==> config.mk <==
export PLATFORM = sky130hd
export DESIGN_NAME = id_ex_stage
export DESIGN_NICKNAME = d
export VERILOG_FILES = /design/src/rtl/id_ex_stage.sv
export SDC_FILE = /design/constraint.sdc
export NUM_CORES = 1
export LEC_CHECK = 0
export ABC_AREA = 1
export BUFFER_PORTS_ARGS = -buffer_cell sky130_fd_sc_hd__buf_2
export CAP_MARGIN = 0
export CORE_ASPECT_RATIO = 1.1
export CORE_MARGIN = 4
export CORE_UTILIZATION = 47
export DETAILED_ROUTE_END_ITERATION = 16
export GPL_TIMING_DRIVEN = 0
export PLACE_DENSITY = 0.87
export SLEW_MARGIN = 5
export SYNTH_ARGS = -nofsm -noshare
export SYNTH_HDL_FRONTEND = slang
export SYNTH_SLANG_ARGS = --single-unit
==> constraint.sdc <==
create_clock -name clk -period 1.55 [get_ports clk]
set_input_delay 0.31 -clock clk [delete_from_list [all_inputs] [get_ports clk]]
set_output_delay 0.31 -clock clk [all_outputs]
set_load 0.05 [all_outputs]
==> src/rtl/id_ex_stage.sv <==
// id_ex_stage
//   Decode->execute pipeline register for the 5-stage RV32 core. Captures the
//   decoded operands and the opaque EX/MEM/WB control bundle, supports hold
//   (downstream stall), flush (branch/trap kill) and load-use bubble insertion,
//   and registers the 2-bit forwarding selects for the EX-stage 3:1 operand
//   muxes. The selects are resolved in ID so the EX mux select is a flop output
//   with no comparator in front of it.
//
// Ports
//   clk, rst_n        rising-edge clock, asynchronous active-low reset
//   hold              freeze every register (outputs unchanged)
//   flush             load a bubble instead of the ID instruction
//   id_*              decoded instruction fields presented by ID
//   mem_rd            destination of the instruction currently in MEM
//   mem_reg_write     MEM instruction writes mem_rd (already valid-qualified)
//   ex_*              registered copies of the id_* fields
//   fwd_a_sel/_b_sel  00 regfile, 01 WB result, 10 MEM ALU result
//   load_use_stall    combinational; IF/ID must hold while asserted
module id_ex_stage #(
  parameter int unsigned XLEN   = 32,
  parameter int unsigned REG_AW = 5,
  parameter int unsigned CTRL_W = 16
) (
  input  logic              clk,
  input  logic              rst_n,
  input  logic              hold,
  input  logic              flush,
  input  logic              id_valid,
  input  logic [XLEN-1:0]   id_pc,
  input  logic [REG_AW-1:0] id_rs1,
  input  logic [REG_AW-1:0] id_rs2,
  input  logic [REG_AW-1:0] id_rd,
  input  logic [XLEN-1:0]   id_rd1,
  input  logic [XLEN-1:0]   id_rd2,
  input  logic [XLEN-1:0]   id_imm,
  input  logic [CTRL_W-1:0] id_ctrl,
  input  logic              id_reg_write,
  input  logic              id_mem_read,
  input  logic [REG_AW-1:0] mem_rd,
  input  logic              mem_reg_write,
  output logic              ex_valid,
  output logic [XLEN-1:0]   ex_pc,
  output logic [REG_AW-1:0] ex_rs1,
  output logic [REG_AW-1:0] ex_rs2,
  output logic [REG_AW-1:0] ex_rd,
  output logic [XLEN-1:0]   ex_rd1,
  output logic [XLEN-1:0]   ex_rd2,
  output logic [XLEN-1:0]   ex_imm,
  output logic [CTRL_W-1:0] ex_ctrl,
  output logic              ex_reg_write,
  output logic              ex_mem_read,
  output logic [1:0]        fwd_a_sel,
  output logic [1:0]        fwd_b_sel,
  output logic              load_use_stall
);

  logic              r_valid;
  logic [XLEN-1:0]   r_pc;
  logic [REG_AW-1:0] r_rs1;
  logic [REG_AW-1:0] r_rs2;
  logic [REG_AW-1:0] r_rd;
  logic [XLEN-1:0]   r_rd1;
  logic [XLEN-1:0]   r_rd2;
  logic [XLEN-1:0]   r_imm;
  logic [CTRL_W-1:0] r_ctrl;
  logic              r_reg_write;
  logic              r_mem_read;
  logic [1:0]        r_fwd_a;
  logic [1:0]        r_fwd_b;

  logic              w_ex_wr_nz;
  logic              w_mem_wr_nz;
  logic              w_load_use;
  logic              w_bubble;
  logic [1:0]        w_fwd_a;
  logic [1:0]        w_fwd_b;

  // A writer targeting x0 never forwards, so rs==x0 can never match.
  assign w_ex_wr_nz  = r_valid & r_reg_write & (r_rd != '0);
  assign w_mem_wr_nz = mem_reg_write & (mem_rd != '0);

  assign w_load_use = id_valid & r_valid & r_mem_read & (r_rd != '0) &
                      ((r_rd == id_rs1) | (r_rd == id_rs2));

  assign w_bubble = flush | w_load_use;

  // Current EX moves to MEM next cycle and is the youngest producer, so it
  // takes priority over current MEM (which moves to WB).
  always_comb begin
    w_fwd_a = 2'b00;
    w_fwd_b = 2'b00;
    if (w_ex_wr_nz && (r_rd == id_rs1))         w_fwd_a = 2'b10;
    else if (w_mem_wr_nz && (mem_rd == id_rs1)) w_fwd_a = 2'b01;
    if (w_ex_wr_nz && (r_rd == id_rs2))         w_fwd_b = 2'b10;
    else if (w_mem_wr_nz && (mem_rd == id_rs2)) w_fwd_b = 2'b01;
  end

  always_ff @(posedge clk or negedge rst_n) begin
    if (!rst_n) begin
      r_valid     <= 1'b0;
      r_pc        <= '0;
      r_rs1       <= '0;
      r_rs2       <= '0;
      r_rd        <= '0;
      r_rd1       <= '0;
      r_rd2       <= '0;
      r_imm       <= '0;
      r_ctrl      <= '0;
      r_reg_write <= 1'b0;
      r_mem_read  <= 1'b0;
      r_fwd_a     <= 2'b00;
      r_fwd_b     <= 2'b00;
    end else if (!hold) begin
      if (w_bubble) begin
        r_valid     <= 1'b0;
        r_pc        <= '0;
        r_rs1       <= '0;
        r_rs2       <= '0;
        r_rd        <= '0;
        r_rd1       <= '0;
        r_rd2       <= '0;
        r_imm       <= '0;
        r_ctrl      <= '0;
        r_reg_write <= 1'b0;
        r_mem_read  <= 1'b0;
        r_fwd_a     <= 2'b00;
        r_fwd_b     <= 2'b00;
      end else begin
        r_valid     <= id_valid;
        r_pc        <= id_pc;
        r_rs1       <= id_rs1;
        r_rs2       <= id_rs2;
        r_rd        <= id_rd;
        r_rd1       <= id_rd1;
        r_rd2       <= id_rd2;
        r_imm       <= id_imm;
        r_ctrl      <= id_ctrl;
        r_reg_write <= id_reg_write & id_valid;
        r_mem_read  <= id_mem_read & id_valid;
        r_fwd_a     <= w_fwd_a;
        r_fwd_b     <= w_fwd_b;
      end
    end
  end

  assign ex_valid       = r_valid;
  assign ex_pc          = r_pc;
  assign ex_rs1         = r_rs1;
  assign ex_rs2         = r_rs2;
  assign ex_rd          = r_rd;
  assign ex_rd1         = r_rd1;
  assign ex_rd2         = r_rd2;
  assign ex_imm         = r_imm;
  assign ex_ctrl        = r_ctrl;
  assign ex_reg_write   = r_reg_write;
  assign ex_mem_read    = r_mem_read;
  assign fwd_a_sel      = r_fwd_a;
  assign fwd_b_sel      = r_fwd_b;
  assign load_use_stall = w_load_use;

endmodule

==> results.md, run 1 <==
* Compound-Gate Fraction of Synth Area at 15.8%
* Synthesized flop and latch total at 166
* Largest net degree at the start of global routing at 96
* Cell Area, Synth at 0.00733 mm^2
* Synth unique cells at 18
* Clock root cell: clkbuf_16
* Xor and xnor fraction of the mapped netlist area at 1.19%
* Syn Inst Count at 808
* Arr. time, crit path at between 1.5 and 2 ns
* Mux contribution to synthesized area at 0%
* Leak pwr at approximately 5.7 nW
* Worst-margin pin slew at 0.774 ns
* # IOs at 339
* Synth Area per Inst at around 9.1 um^2
* Tot GR Track Use at 26.5%
* Pins Over Slew Limit at 0
* First-pass GRT wire length at between 30000 and 40000 um
* Initial DRC Count at 368
* P&R area growth vs syn at 46.8%
* Worst Slack Setup Final at -0.432 ns
* VDD IR max at 0.751 mV
* CP top delay family: simple AND/OR/NAND/NOR gates
* Num rows at 47
* Critical path required time at 1.24 ns
* Final Hold Viols at 0
* Crit path launch type: register
* Setup violations, final at 162
* Core ar. at 0.0152 mm^2
* Final net count at ~1400
* Via Count at 7191
* Drt pass-1 iters at 5
* Post-synthesis net count at 980
* Max H-tree Level at 4
* Synth Area in Adders at 0%
* WP buf/inv at 3
* HPWL Detailed at 16800 um
* Die width at 127 um
* Min-delay worst type: input pin to register
* Synth Area in Simple Gates at 20.8%
* CP most frequent cell: nand4_1
* Top cell type's share of synthesized area at 56.7%
* GP Congestion at 0.885
* Final setup skew at 0.0100 ns
* Dpl cells at 1342
* CP max stage delay at roughly 0.45 ns
* Max Cap Viol at 0
* Total gr overflow at 0
* Share of cells above drive strength 1 at 44.7%
* Hold Path Stages at 3
* Status: finished with violations
* Initial antenna violation count at 0
* CP Cell Sequence: nor2_1, nand4_1, nand4_1, inv_1, nand2_4, clkinvlp_4, buf_6
* Crit end category: primary output
* Overall Power at 12.4 mW
* CTS tree: done
* Part of the Yosys area used for sequential elements at 56.7%
* Initial Util at between 40% and 50%
* Die H at 139 um
* Non-Filler Instances at 1409
* Fmax at between 500 and 600 MHz
* Vias per cell at 5.10
* Dpl cell area at ~0.0093 mm^2
* Top cells by area, synth: dfrtp_1 57%, nand2_1 19%, o21ai_2 11%, o21ai_0 4.9%, clkbuf_1 2.1%
* # DRC at 0
* Clk Latency, worst-skew pair at ~0.41 ns
* # port buffers at 337
* Levels on crit path at 7
* Failing checks: negative setup slack
* Die ar. at 0.0177 mm^2
* Main combinational cell family by area after synthesis: simple AND/OR/NAND/NOR gates
* Yosys warning count at 0
* Final Cycle Share at 128%
* Critical-path top delay cell: dfrtp_2
* Routed Antenna Nets at 0
* RSZ-0062 raised after global routing: true
* Mean routed wirelength per cell at 17.3 um
* Leading area contributor after synthesis: dfrtp_1
* Pwr/cell area at about 1100 mW/mm^2
* Sink Count at approximately 170
* Slew headroom at between 40 and 50%
* CP Class: register to primary output
* Clock buffer depth at 2
* Final Cell Area at around 0.011 mm^2
* R2R depth at 11
* Inserted Clock Buffers at 17
* Clock edge transition at the registers on the reported setup and hold paths at ~0.070 ns
* Crit path time final at 1.98 ns
* Vias in the first global route at 7078
* Routed Wire Length at 24300 um
* Max FO, Critical Path at 6
==> tightest hold or removal path: stages <==
cell and delay (ns):
buf_2 0.09, nand2_1 0.05, o21ai_1 0.06
==> kinds of logic (layout without fill, tap and decap cells) <==
logic type             Yosys count  in the layout
flip-flops                     166            166
XOR/XNOR                        10             10
buffers and inverters           74            478
AO/OA/AOI/OAI                  164            164
AND/OR/NAND/NOR                394            394
other                            0              1
==> synthesized netlist by cell type <==
cell type / instances
nand4_1: 5
clkbuf_1: 41
buf_2: 2
dfrtp_1: 166
inv_2: 4
inv_1: 17
buf_12: 3
a21oi_1: 2
nor2_1: 15
o21ai_2: 90
nand2_2: 1
nand2_4: 2
buf_8: 7
xnor2_1: 10
nand2_1: 362
or2_2: 1
nand3_1: 8
o21ai_0: 72
==> layout by cell type (no fill, tap or decap), drive strengths merged, types with 5 or more instances in the layout <==
cell type and instances:
buf 385, nand2 365, dfrtp 166, o21ai 162
clkbuf 54, inv 27, nor2 15, xnor2 10
nand3 8, nand4 5
==> registers in the layout (all words and copies together) (netlist names) <==
signal / cells
ex_rs2: 5
ex_rd2: 32
fwd_b_sel: 2
ex_reg_write: 1
fwd_a_sel: 2
ex_ctrl: 16
ex_pc: 32
ex_mem_read: 1
ex_imm: 32
ex_rs1: 5
ex_valid: 1
ex_rd: 5
ex_rd1: 32
==> report_power, final <==
group,switching [mW],internal [mW]
Clock,1.87,2.58
Combinational,2.14,0.910
Sequential,0.198,4.66
==> repair_timing <==
item	in CTS	in global routing
cloned	11	3
endpoints found under the hold margin	71	0
pin swaps	3	1
setup endpoints to repair	162	168
setup buffers	12	8
hold buffers	1	0
gates resized for setup	87	50
==> final cells by class <==
class                           instances  area (um^2)
Fill cell                            1096         4410
Sequential cell                       166         4160
Multi-Input combinational cell        568         2840
Timing Repair Buffer                  372         2340
Buffer                                 53          473
Clock buffer                           17          425
Tap cell                              196          245
Clock inverter                         15          190
Inverter                               21         82.6
Antenna cell                            1         2.50
==> stage by stage <==
step	util (%)	setup TNS [ns]	hold WS (ns)	setup WS, ns
finish	70.9	-41.53	0.137	-0.432
floorplan	-	-8.99	0.0144	-0.0708
global placement	61.1	-426.63	0.458	-2.65
CTS	69.4	-41.30	0.121	-0.365
global route	70.9	-51.90	0.126	-0.477
detailed placement	61.4	-44.55	0.303	-0.416
==> final timing paths <==
| kind | startpoint | end | slack [ns] |
|---|---|---|---|
| hold reg to reg | ex_rd2[18] | ex_rd2[18] | 0.48 |
| min in group asynchronous | rst_n | ex_imm[14] | 0.41 |
| setup reg to reg | ex_rd[0] | ex_imm[19] | -0.35 |
| max in group asynchronous | rst_n | ex_rd[3] | 0.26 |
| hold / removal | id_pc[4] | ex_pc[4] | 0.14 |
| setup / recovery | ex_rd[0] | load_use_stall | -0.43 |
==> metal layers <==
metal  vias to the layer above  GRT usage (%)  part of all wire [%]
li1                       3350              -                     -
met1                      3448           32.2                    38
met2                       337           46.0                    51
met3                        56           6.63                   8.0
met4                         0           8.70                   3.0
met5                         -              0                     0
No activity file was read; power rests on OpenSTA's default activity.
==> inputs of run 2 (changes only) <==
--- a/config.mk
+++ b/config.mk
@@ -8,12 +8,11 @@
 export ABC_AREA = 1
 export BUFFER_PORTS_ARGS = -buffer_cell sky130_fd_sc_hd__buf_2
 export CAP_MARGIN = 0
-export CORE_ASPECT_RATIO = 1.1
-export CORE_MARGIN = 4
-export CORE_UTILIZATION = 47
+export CORE_AREA = 2 2 132 134
 export DETAILED_ROUTE_END_ITERATION = 16
+export DIE_AREA = 0 0 134 136
 export GPL_TIMING_DRIVEN = 0
-export PLACE_DENSITY = 0.87
+export PLACE_DENSITY = 0.83
 export SLEW_MARGIN = 5
 export SYNTH_ARGS = -nofsm -noshare
 export SYNTH_HDL_FRONTEND = slang
==> constraint.sdc (replaced) <==
create_clock -name clk -period 2 [get_ports clk]
set_input_delay 0.4 -clock clk [delete_from_list [all_inputs] [get_ports clk]]
set_output_delay 0.4 -clock clk [all_outputs]
set_load 0.05 [all_outputs]
==> results.md, run 2 (synthesis gave the netlist of run 1 again) <==
* Worst Slack Setup Final at -0.00525 ns
* Failing checks: negative setup slack
* Critical path required time at 1.60 ns
* Clock share of power at between 30% and 40%
* Status: finished with violations
* Switching Fraction at 35.5%
* N_diodes at 0
* # port buffers at 337
* Die ar. at 0.0182 mm^2
* Sink Count at about 170
* Crit path launch type: register
* Clk Latency, worst-skew pair at 0.42 ns
* Fill count at around 1500
* FF-to-FF Start: ex_rd[1]
* Final net count at 1347
* Crit end category: primary output
* Pint at 5.90 mW
* Commonest non-fill, non-tap cell in the layout: nand2_1
* Slew headroom at between 50% and 60%
* CP top delay family: flip-flops
* Max H-tree Level at 4
* HPWL Detailed at 16200 um
* CTS tree: done
* Final Cycle Share at 100%
* NetSw at 3.24 mW
* Hold Path Stages at 3
* Dpl cells at roughly 1400
* Clock edge transition at the registers on the reported setup and hold paths at around 0.080 ns
* Setup violations, final at 1
* Drt pass-1 iters at 5
* Dpl cell area at 0.00934 mm^2
* HP Start: id_rd2[23]
* Critical-path top delay cell: dfrtp_2
* Initial DRC Count at 316
* Final Hold Viols at 0
* Worst-margin pin slew at 0.727 ns
* GP Congestion at 0.858
* Most frequent cells in the layout: 361 x nand2_1, 337 x buf_2, 162 x dfrtp_1
* Initial antenna violation count at 0
* Max Cap Viol at 0
* RSZ-0062 raised after global routing: true
* Fmax at 499 MHz
* # IOs at 339
* DP Worst Slack at slightly above 0.03 ns
* FF-to-FF End: fwd_a_sel[0]
* # DRC at 0
* Reg area at 0.00416 mm^2
* Largest net degree at the start of global routing at 87
* Tot GR Track Use at a little under a quarter
* R2R depth at 14
* CP Class: register to primary output
* Total gr overflow at 0
* P&R area growth vs syn at 37.1%
* Core ar. at 0.0169 mm^2
* Hold Path Sink: ex_rd2[23]
* Die H at between 100 and 150 um
* Sequential Power Share at 41.1%
* Initial Util at a little over two fifths
* Final Cell Area at ~0.01 mm^2
* Worst R2R Setup Slack at ~0.1 ns
* Multi-input gate area at approximately 0.0028 mm^2
* Routed Wire Length at 21700 um
* Setup Total Neg Slack at -0.00525 ns
* Leak pwr at roughly 5.4 nW
* Die width at 134 um
* First-pass GRT wire length at 33600 um
* Routed Antenna Nets at 0
* CP Cell Sequence: buf_6, nor2_4, nand4_1, nand4_1, inv_2, nand2_4, inv_2, buf_8
* VDD IR max at 0.518 mV
* Num rows at 48
* Min-delay worst type: input pin to register
* Pins Over Slew Limit at 0
* Crit path time final at 2.01 ns
* Logic pwr share at roughly a quarter
* WP buf/inv at 4
* Clock buffer depth at 2
* Final setup skew at 0.0152 ns
* Vias in the first global route at 6572
* Share of cells above drive strength 1 at a little over two fifths
* Via Count at roughly 6900
* Arr. time, crit path at 1.61 ns
* Non-Filler Instances at 1413
* Mean routed wirelength per cell at roughly 15 um
* Vias per cell at between 4 and 5
* CP max stage delay at 0.45 ns
* Clock root cell: clkbuf_16
* Inserted Clock Buffers at 17
* Max FO, Critical Path at 5
* Pwr/cell area at ~910 mW/mm^2
-- run 2: worst register-to-register path: stages, from the launching register on --
cell	delay, ns
dfrtp_2	0.45
nand2_1	0.08
nand2_1	0.06
nor2_2	0.13
nand3_2	0.09
buf_4	0.14
buf_4	0.12
buf_4	0.12
buf_4	0.12
buf_4	0.12
buf_4	0.13
nor2_4	0.08
nor2_1	0.05
nand3_1	0.06
nand2_1	0.05
-- run 2: what timing repair did --
| item | in CTS | in global routing |
|---|---|---|
| buffers inserted | 8 | 1 |
| pin swaps | 4 | 5 |
| resized for setup | 9 | 23 |
| endpoints found under the setup margin | 1 | 127 |
| hold endpoints to repair | 47 | 0 |
| hold buffers | 1 | 0 |
-- run 2: worst max-delay path by stage --
| stage | start | to | slack, ns | cells past startpoint |
|---|---|---|---|---|
| floorplan | ex_rd[2] | load_use_stall | 0.04 | 8 |
| global placement | rst_n | ex_imm[15] | -1.99 | 1 |
| detailed placement | hold | ex_imm[0] | 0.03 | 5 |
| CTS | ex_rd[1] | load_use_stall | -0.05 | 9 |
| global route | ex_rd[2] | load_use_stall | -0.09 | 9 |
| finish | ex_rd[1] | load_use_stall | -0.005 | 8 |
-- run 2: power by group through the flow --
stage	combinational, mW	clock (mW)	sequential, mW
after floorplan	0.533	0	4.71
after global placement	2.10	0	3.80
after detailed placement	2.14	0	3.81
after CTS	2.15	3.29	3.75
after global routing	2.28	3.46	3.78
final	2.15	3.24	3.76
-- run 2: metrics by stage --
| step | util (%) | power, mW | hold WS (ns) |
|---|---|---|---|
| 5_1_grt | 59.6 | 9.53 | 0.220 |
| 4_1_cts | 59.3 | 9.19 | 0.216 |
| 2_1_floorplan | - | 5.24 | 0.104 |
| 3_5_place_dp | 55.3 | 5.95 | 0.421 |
| 3_3_place_gp | 55.1 | 5.90 | 0.459 |
| 6_report | 59.6 | 9.14 | 0.232 |
-- run 2: routing by layer --
layer,up-vias,routed length [um],track usage [%]
li1,3309,-,-
met1,3262,8890,28.7
met2,277,10800,40.5
met3,27,1610,6.41
met4,0,407,6.62
met5,-,0,0
-- run 2: cell type report --
type	count	share of cell area (%)
multi-input cells	568	27.8
inverters	21	0.784
flip-flops and latches	166	41.4
repair buffers	348	18.1
well taps	225	2.80
clock inverters	13	1.29
clock buffers	19	4.51
plain buffers	53	3.36
==> inputs of run 3 (changes only) <==
--- a/config.mk
+++ b/config.mk
@@ -8,11 +8,13 @@
 export ABC_AREA = 1
 export BUFFER_PORTS_ARGS = -buffer_cell sky130_fd_sc_hd__buf_2
 export CAP_MARGIN = 0
-export CORE_AREA = 2 2 132 134
+export CELL_PAD_IN_SITES_DETAIL_PLACEMENT = 0
+export CELL_PAD_IN_SITES_GLOBAL_PLACEMENT = 1
+export CORE_ASPECT_RATIO = 1.1
+export CORE_UTILIZATION = 34
 export DETAILED_ROUTE_END_ITERATION = 16
-export DIE_AREA = 0 0 134 136
 export GPL_TIMING_DRIVEN = 0
-export PLACE_DENSITY = 0.83
+export PLACE_DENSITY = 0.88
 export SLEW_MARGIN = 5
 export SYNTH_ARGS = -nofsm -noshare
 export SYNTH_HDL_FRONTEND = slang
==> constraint.sdc (replaced) <==
create_clock -name clk -period 2 [get_ports clk]
set_input_delay 0.1 -clock clk [delete_from_list [all_inputs] [get_ports clk]]
set_output_delay 0.1 -clock clk [all_outputs]
set_load 0.05 [all_outputs]
==> results.md, run 3 (synthesis gave the netlist of run 1 again) <==
* Initial DRC Count at 296
* Crit path launch type: register
* CP Class: register to primary output
* Setup violations, final at 0
* Pwr/cell area at 809 mW/mm^2
* Final Hold Viols at 0
* Critical path required time at 1.90 ns
* Global routing usage on met2 at approximately 40%
* Vias per cell at ~4.6
* Fill count at between 1500 and 2000
* Routed Wire Length at 25100 um
* Clock edge transition at the registers on the reported setup and hold paths at 0.07 ns
* Max Cap Viol at 0
* Multi-input gate area at 0.00277 mm^2
* Final Cycle Share at 91.6%
* Core ar. at 0.0209 mm^2
* Non-Filler Instances at 1625
* VDD IR max at 0.533 mV
* Die ar. at 0.0221 mm^2
* Drt pass-1 iters at 5
* HP Start: id_reg_write
* NetSw at approximately 3.3 mW
* Pint at 6.06 mW
* CTS tree: done
* Die width at 142 um
* Final setup skew at 0.0114 ns
* Reg area at slightly above 0.004 mm^2
* Gr busiest metal: met2
* Sink Count at around 170
* Logic pwr share at between 20% and 30%
* Commonest non-fill, non-tap cell in the layout: nand2_1
* P&R area growth vs syn at 58.4%
* Met1 GRT Util at a little over a quarter
* Clock buffer depth at 2
* Routed Antenna Nets at 0
* Max H-tree Level at 4
* Overall Power at 9.39 mW
* Pins Over Slew Limit at 0
* Most frequent cells in the layout: 362 x nand2_1, 337 x buf_2, 164 x dfrtp_1
* # DRC at 0
* Initial Util at 35.2%
* Arr. time, crit path at about 1.7 ns
* # port buffers at 337
* Crit end category: primary output
* Inserted Clock Buffers at 17
* Initial antenna violation count at 1
* Vias in the first global route at 7557
* Clock share of power at between 30 and 40%
* Num rows at 55
* Clock root cell: clkbuf_16
* Tot GR Track Use at 22.7%
* Leak pwr at 6.02 nW
* GP Congestion at 0.805
* # IOs at 339
* CP Launch Point: ex_rd[2]
* First-pass GRT wire length at 39100 um
* Met3 Use GR at roughly 5.7%
* Switching Fraction at 35.5%
* Worst R2R Setup Slack at 0.20 ns
* Dpl cells at approximately 1400
* Total gr overflow at 0
* Via Count at roughly 7400
* Share of cells above drive strength 1 at between 30% and 40%
* Fmax at 546 MHz
* Max FO, Critical Path at 7
* FF-to-FF Start: ex_rd[2]
* Min-delay worst type: input pin to register
* Worst-margin pin slew at 0.761 ns
* Die H at ~160 um
* Crit path time final at approximately 1.8 ns
* Setup Total Neg Slack at 0 ns
* Final net count at 1498
* RSZ-0062 raised after global routing: false
* Status: completed
* WHS at 0.0173 ns
* Largest net degree at the start of global routing at 95
* HPWL Detailed at 16900 um
* Clk Latency, worst-skew pair at 0.42 ns
* Sequential Power Share at 40.0%
* Slew headroom at 49.3%
* Mean routed wirelength per cell at 15.4 um
run 3: cell types whose count changed in the layout (fill, tap and decap cells not counted), sizes merged:
cell         before  now
inv              31   30
dlygate4sd3       1  161
clkbuf           60   61
diode             0    1
buf             359  349
clkinv            2    3
run 3: worst paths after layout:
check	cells after the start	end
hold / removal	5	ex_reg_write
setup / recovery	9	load_use_stall
max in group asynchronous	3	ex_ctrl[0]
setup reg to reg	10	ex_imm[6]
hold reg to reg	2	ex_imm[29]
min in group asynchronous	2	ex_rd[0]
run 3: worst max-delay path: stages (launching register included):
cell,delay (ns)
dfrtp_1,0.42
inv_1,0.09
nand2_1,0.06
nand2_1,0.05
nor2_1,0.10
nand3_1,0.12
nand2_2,0.10
nand2_4,0.08
inv_1,0.06
clkbuf_4,0.23
run 3: layout make-up:
type                    instances  share of cell area, %
flip-flops and latches        166                   35.8
well taps                     285                   3.07
diodes                          1                 0.0216
clock buffers                  19                   3.81
repair buffers                499                   28.8
inverters                      21                  0.679
plain buffers                  53                   2.89
clock inverters                13                   1.14
multi-input cells             568                   23.8
run 3: timing repair:
action / in CTS / in global routing
endpoints found under the hold margin: 234 / 0
gates cloned: 0 / 0
resized for setup: 1 / 11
setup endpoints to repair: 2 / 29
hold buffers: 161 / 0
buffers inserted: 0 / 0
run 3: power groups by stage:
stage,registers (mW),clock network [mW],logic (mW)
after floorplan,4.71,0,0.533
after detailed placement,3.81,0,2.14
after global placement,3.80,0,2.12
after CTS,3.75,3.34,2.39
after global routing,3.78,3.45,2.55
final,3.75,3.25,2.39
run 3: through the flow:
stage          worst slack (ns)  utilization (%)  instance area, um^2
6_report                  0.168             55.7                11600
5_1_grt                 0.00890             55.7                11600
4_1_cts                  0.0682             55.6                11600
3_5_place_dp             0.0374             45.1                 9410
3_3_place_gp              -1.89             45.0                 9370
2_1_floorplan             0.191                -                 7330
run 3: metal layers:
layer	vias to the layer above	routed length, um
met2	284	12800
met1	3496	10200
met4	0	607
li1	3608	-
met3	47	1450
met5	-	0
